<file path="src/rtl/io_bus_arbiter.sv">
// io_bus_arbiter
//   Shares the switch/LED peripheral bus between two masters, m0 (CPU data port)
//   and m1 (debug/host port). Round-robin arbitration with one access in flight.
//   Each access takes three cycles: IDLE (arbitrate), ACCESS (grant), RESP (complete).
//   The block owns the LED output register and the switch input synchronizer.
//
// Ports
//   clk, rst_n                  clock, asynchronous active-low reset
//   mX_req/we/addr/wdata        master X request fields, held until mX_gnt
//   mX_gnt                      one-cycle grant; the fields are sampled at the end of this cycle
//   mX_rvalid/rdata             one-cycle completion; rdata is zero whenever rvalid is low
//   sw_in                       raw asynchronous board switches
//   led_out                     LED register value
//   bus_err                     pulses together with rvalid when the address is unmapped
//
// Handshake: a master raises req with stable we/addr/wdata and holds them through
// the cycle in which its gnt is high. The response (rvalid, rdata, bus_err) follows
// in the next cycle. req may drop once gnt has been seen. Requests that arrive
// during ACCESS or RESP wait until the next IDLE cycle.
module io_bus_arbiter #(
    parameter int              ADDR_W   = 16,
    parameter int              DATA_W   = 16,
    parameter logic [ADDR_W-1:0] LED_ADDR = 16'hC000,
    parameter logic [ADDR_W-1:0] SW_ADDR  = 16'hC001,
    parameter int              IO_W     = 10
) (
    input  logic              clk,
    input  logic              rst_n,
    input  logic              m0_req,
    input  logic              m0_we,
    input  logic [ADDR_W-1:0] m0_addr,
    input  logic [DATA_W-1:0] m0_wdata,
    output logic              m0_gnt,
    output logic              m0_rvalid,
    output logic [DATA_W-1:0] m0_rdata,
    input  logic              m1_req,
    input  logic              m1_we,
    input  logic [ADDR_W-1:0] m1_addr,
    input  logic [DATA_W-1:0] m1_wdata,
    output logic              m1_gnt,
    output logic              m1_rvalid,
    output logic [DATA_W-1:0] m1_rdata,
    input  logic [IO_W-1:0]   sw_in,
    output logic [IO_W-1:0]   led_out,
    output logic              bus_err
);

    localparam logic [1:0] ST_IDLE   = 2'd0;
    localparam logic [1:0] ST_ACCESS = 2'd1;
    localparam logic [1:0] ST_RESP   = 2'd2;

    logic [1:0]        state_q,   state_d;
    logic              winner_q,  winner_d;   // 0 = m0, 1 = m1
    logic              last_q,    last_d;     // master granted most recently
    logic [DATA_W-1:0] rdata_q,   rdata_d;
    logic              err_q,     err_d;
    logic [IO_W-1:0]   led_q,     led_d;
    logic [IO_W-1:0]   sw_meta_q, sw_meta_d;
    logic [IO_W-1:0]   sw_sync_q, sw_sync_d;

    logic              sel_we;
    logic [ADDR_W-1:0] sel_addr;
    logic [DATA_W-1:0] sel_wdata;

    // Only the low IO_W bits of write data reach the LED register.
    logic unused_wdata;
    assign unused_wdata = ^{m0_wdata, m1_wdata};

    assign sel_we    = winner_q ? m1_we    : m0_we;
    assign sel_addr  = winner_q ? m1_addr  : m0_addr;
    assign sel_wdata = winner_q ? m1_wdata : m0_wdata;

    always_comb begin
        state_d   = state_q;
        winner_d  = winner_q;
        last_d    = last_q;
        rdata_d   = rdata_q;
        err_d     = err_q;
        led_d     = led_q;
        sw_meta_d = sw_in;
        sw_sync_d = sw_meta_q;

        case (state_q)
            ST_IDLE: begin
                if (m0_req || m1_req) begin
                    state_d = ST_ACCESS;
                    // On a tie the master that was not granted last wins.
                    if (m0_req && m1_req) winner_d = ~last_q;
                    else                  winner_d = m1_req;
                end
            end
            ST_ACCESS: begin
                state_d = ST_RESP;
                last_d  = winner_q;
                rdata_d = '0;
                err_d   = 1'b0;
                if (sel_addr == LED_ADDR) begin
                    if (sel_we) led_d = sel_wdata[IO_W-1:0];
                    else        rdata_d[IO_W-1:0] = led_q;
                end else if (sel_addr == SW_ADDR) begin
                    // Writes to the switch register are silently dropped.
                    if (!sel_we) rdata_d[IO_W-1:0] = sw_sync_q;
                end else begin
                    err_d = 1'b1;
                end
            end
            ST_RESP: begin
                state_d = ST_IDLE;
            end
            default: begin
                state_d = ST_IDLE;
            end
        endcase
    end

    always_ff @(posedge clk or negedge rst_n) begin
        if (!rst_n) begin
            state_q   <= ST_IDLE;
            winner_q  <= 1'b0;
            last_q    <= 1'b1;   // makes m0 win the first tie
            rdata_q   <= '0;
            err_q     <= 1'b0;
            led_q     <= '0;
            sw_meta_q <= '0;
            sw_sync_q <= '0;
        end else begin
            state_q   <= state_d;
            winner_q  <= winner_d;
            last_q    <= last_d;
            rdata_q   <= rdata_d;
            err_q     <= err_d;
            led_q     <= led_d;
            sw_meta_q <= sw_meta_d;
            sw_sync_q <= sw_sync_d;
        end
    end

    // Grants and responses are pure decodes of registered state, so there is no
    // combinational path from req to gnt.
    assign m0_gnt    = (state_q == ST_ACCESS) && !winner_q;
    assign m1_gnt    = (state_q == ST_ACCESS) &&  winner_q;
    assign m0_rvalid = (state_q == ST_RESP)   && !winner_q;
    assign m1_rvalid = (state_q == ST_RESP)   &&  winner_q;
    assign m0_rdata  = m0_rvalid ? rdata_q : '0;
    assign m1_rdata  = m1_rvalid ? rdata_q : '0;
    assign bus_err   = (state_q == ST_RESP) && err_q;
    assign led_out   = led_q;

endmodule

</file>
<file path="config.mk">
export PLATFORM = sky130hd
export DESIGN_NAME = io_bus_arbiter
export DESIGN_NICKNAME = d
export VERILOG_FILES = /design/src/rtl/io_bus_arbiter.sv
export SDC_FILE = /design/constraint.sdc
export NUM_CORES = 1
export LEC_CHECK = 0
export ABC_AREA = 0
export CAP_MARGIN = 25
export CORE_UTILIZATION = 37
export DETAILED_ROUTE_END_ITERATION = 16
export PLACE_DENSITY = 0.81
export SLEW_MARGIN = 20
export SYNTH_ARGS = -nofsm -noshare
export SYNTH_HDL_FRONTEND = slang
export SYNTH_SLANG_ARGS = --single-unit
</file>
<file path="constraint.sdc">
create_clock -name clk -period 2.1 [get_ports clk]
set_input_delay 0.63 -clock clk [delete_from_list [all_inputs] [get_ports clk]]
set_output_delay 0.63 -clock clk [all_outputs]
set_load 0.03 [all_outputs]
</file>
==> reports/results.txt <==
Largest net degree at the start of global routing - 46
Failing checks - negative setup slack
GRT overflow - 0
Final Hold Viols - 0
Die height - 76.9 µm
Area growth from synthesis to layout - 65.7%
Min Tclk post-route - 2.10 ns
Post-Layout Inst Area - 0.00344 mm²
Worst-Skew Late Latency - 0.29 ns
Crit path required time - 2.29 ns
Total power - 2.49 mW
Status - finished, violations left
CTS root buf - clkbuf_8
H-Tree Depth - 2
Post-DP HPWL - 3820 µm
Final core occ - 65.3%
VDD IR max - 351 µV
Layout fillers - 425
Setup violators final - 1
Routed vias/inst - 4.72
Post-place instance area - 0.00314 mm²
Die ar. - 0.00591 mm²
Hold Crit Start - sw_meta_q[9]
Antenna violations before repair - 0
Flops & latches, synth - 45
Core area - 0.00527 mm²
First-pass GRT wire length - 8250 µm
Launch point of the worst path - m1_addr[6]
Final ANT Viol Nets - 0
First drt pass iteration count - 4
WL final - 4930 µm
Post-DR wirelength/cell - 13.5 µm
Cell area after synthesis - 0.00208 mm²
PD cells - 724 mW/mm²
Unrepaired setup endpoints after global routing - yes
Vias in the first global route - 1734
Period Utilization, post-route - 100%
Syn. warnings - 0
Worst reg2reg path startpoint - winner_q
Starting Density - 39.4%
Final std cells w/o fill - 365
Max-cap viol count - 0
Via count - 1724
Boundary pin count - 127
Seq/Total Area, Yosys - 54.3%
Total CTS buffers - 5
WHS - 0.353 ns
Worst-path maximum fanout - 5
Place WS - -0.481 ns
Post-route worst setup slack - -0.00155 ns
CTS clk-pin slew, worst paths - 0.09 ns
IO Port Bufs - 102
Final setup skew - 0.00652 ns
Placed instance count - 351
Pins Over Slew Limit - 0
Die X - 76.9 µm
TNS Setup - -0.00155 ns
Clock Sinks - 45
Critical Path AT - 2.29 ns
Leakage - 1.64 nW
Cell count after synthesis - 172
Critical path class - input port to flop
GRT Util Overall - 17.7%
Layout Nets - 374
Rows - 26
Max frequency - 0.476 GHz
Final Wtd Congestion - 0.727
Maximum buffer depth of the clock tree - 2
CTS tree - built
Avg Cell Area, Syn - 12.1 µm²
Worst Setup End Kind - flop
Layout cells sized above 1 - 32.9%
CTS hold repair buffers - 0
N_diodes - 0
Slew HR - 64.1%
Synth cell types - 34
Type of origin of the critical path - input port
Worst-Margin Slew - 0.538 ns
DRC violations left - 0
Number of DRC markers in iteration 0 - 72
Worst hold path class - flop to flop
layout make-up:
cell class	instances	area, µm²	area share [%]
timing repair buffer	123	1160	33.6
sequential	45	1130	32.8
multi-input combinational	117	966	28.1
tap	70	87.6	2.55
clock buffer	5	68.8	2.00
clock inverter	3	21.3	0.618
inverter	2	10.0	0.291
flip-flops by register name, indices dropped and copies added, names as in the netlist:
register / flops
led_out: 10
rdata_q: 10
sw_meta_q: 10
sw_sync_q: 10
state_q: 2
err_q: 1
last_q: 1
winner_q: 1
kinds of logic (layout without fill, tap and decap cells):
group                  after synthesis  count (layout)  share of synthesized area (%)
AND/OR/NAND/NOR                     53              53                           15.1
flip-flops                          45              45                           54.3
multiplexers                        31              31                           16.2
AO/OA/AOI/OAI                       21              21                           7.47
buffers and inverters               21             133                           6.75
other                                1              12                          0.181
metal layers:
layer  share of wire [%]  vias up  global-route usage, %
li1                    -      823                      -
met1                  41      840                   21.3
met2                  54       57                   30.8
met3                 4.7        4                   5.00
met4                0.71        0                   4.62
met5                   0        -                      0
power by group:
part           switching (mW)  total [mW]  internal, mW
clock                   0.287       0.523         0.236
combinational           0.476       0.963         0.487
sequential             0.0600        1.00         0.944
total                   0.823        2.49          1.67
placed cells by master (no fill, tap or decap), types with 2 or more instances in the layout:
cell type | Yosys | layout
clkbuf_8 | 1 | 5
nand2_1 | 13 | 13
mux2_4 | 0 | 9
buf_4 | 13 | 30
and2_1 | 20 | 18
dfrtp_1 | 44 | 42
o21ai_0 | 11 | 6
buf_2 | 2 | 2
o21ai_1 | 0 | 5
dlymetal6s2s_1 | 0 | 6
and2_4 | 0 | 2
buf_6 | 0 | 13
dfrtp_2 | 0 | 2
nor2_1 | 3 | 2
dlygate4sd2_1 | 0 | 21
mux2_2 | 21 | 12
clkdlybuf4s50_1 | 0 | 50
nor4_2 | 0 | 4
mux2i_1 | 10 | 10
conb_1 | 1 | 12
critical path, stage by stage:
cell and delay [ns]:
clkdlybuf4s50_1 0.42, nor4b_2 0.24, nand2_1 0.15, a221oi_4 0.34, buf_6 0.18, mux2_2 0.33
synthesized netlist by cell type, drive strengths merged:
library cell	n	share of area [%]
a211oi	1	0.36
a22oi	1	0.36
mux2	21	11
nand2	13	2.4
a32o	1	0.48
dfstp	1	1.3
and2	20	6.0
conb	1	0.18
o21ai	11	2.7
nand2b	1	0.30
a211o	1	0.42
nor4	5	1.5
o21a	1	0.36
clkbuf	4	1.2
inv	2	0.36
a21oi	1	0.24
a21o	1	0.36
a221oi	1	1.3
buf	15	5.2
nor2	3	0.54
a31o	1	0.42
and2b	1	0.36
nor4b	1	0.42
dfrtp	44	53
mux2i	10	4.8
and3b	2	0.90
nor3b	3	1.1
nand3	2	0.48
and4bb	1	0.60
a221o	1	0.54
nor4bb	1	0.48
what timing repair did:
action / in CTS / in global routing
setup buffers: 2 / 3
endpoints found under the setup margin: 37 / 36
gates cloned: 1 / 0
gates resized for setup: 43 / 34
pin swaps: 8 / 10
final timing paths:
kind | cells past startpoint | slack (ns) | endpoint
worst max-delay path | 6 | -0.002 | led_out[8]
worst min-delay path | 0 | 0.35 | sw_sync_q[9]
worst max register to register | 7 | 0.15 | led_out[8]
worst min register to register | 0 | 0.35 | sw_sync_q[9]
max in group asynchronous | 2 | 1.31 | state_q[0]
min in group asynchronous | 2 | 0.40 | led_out[7]
Note: power is estimated with default switching activity, not from simulation.
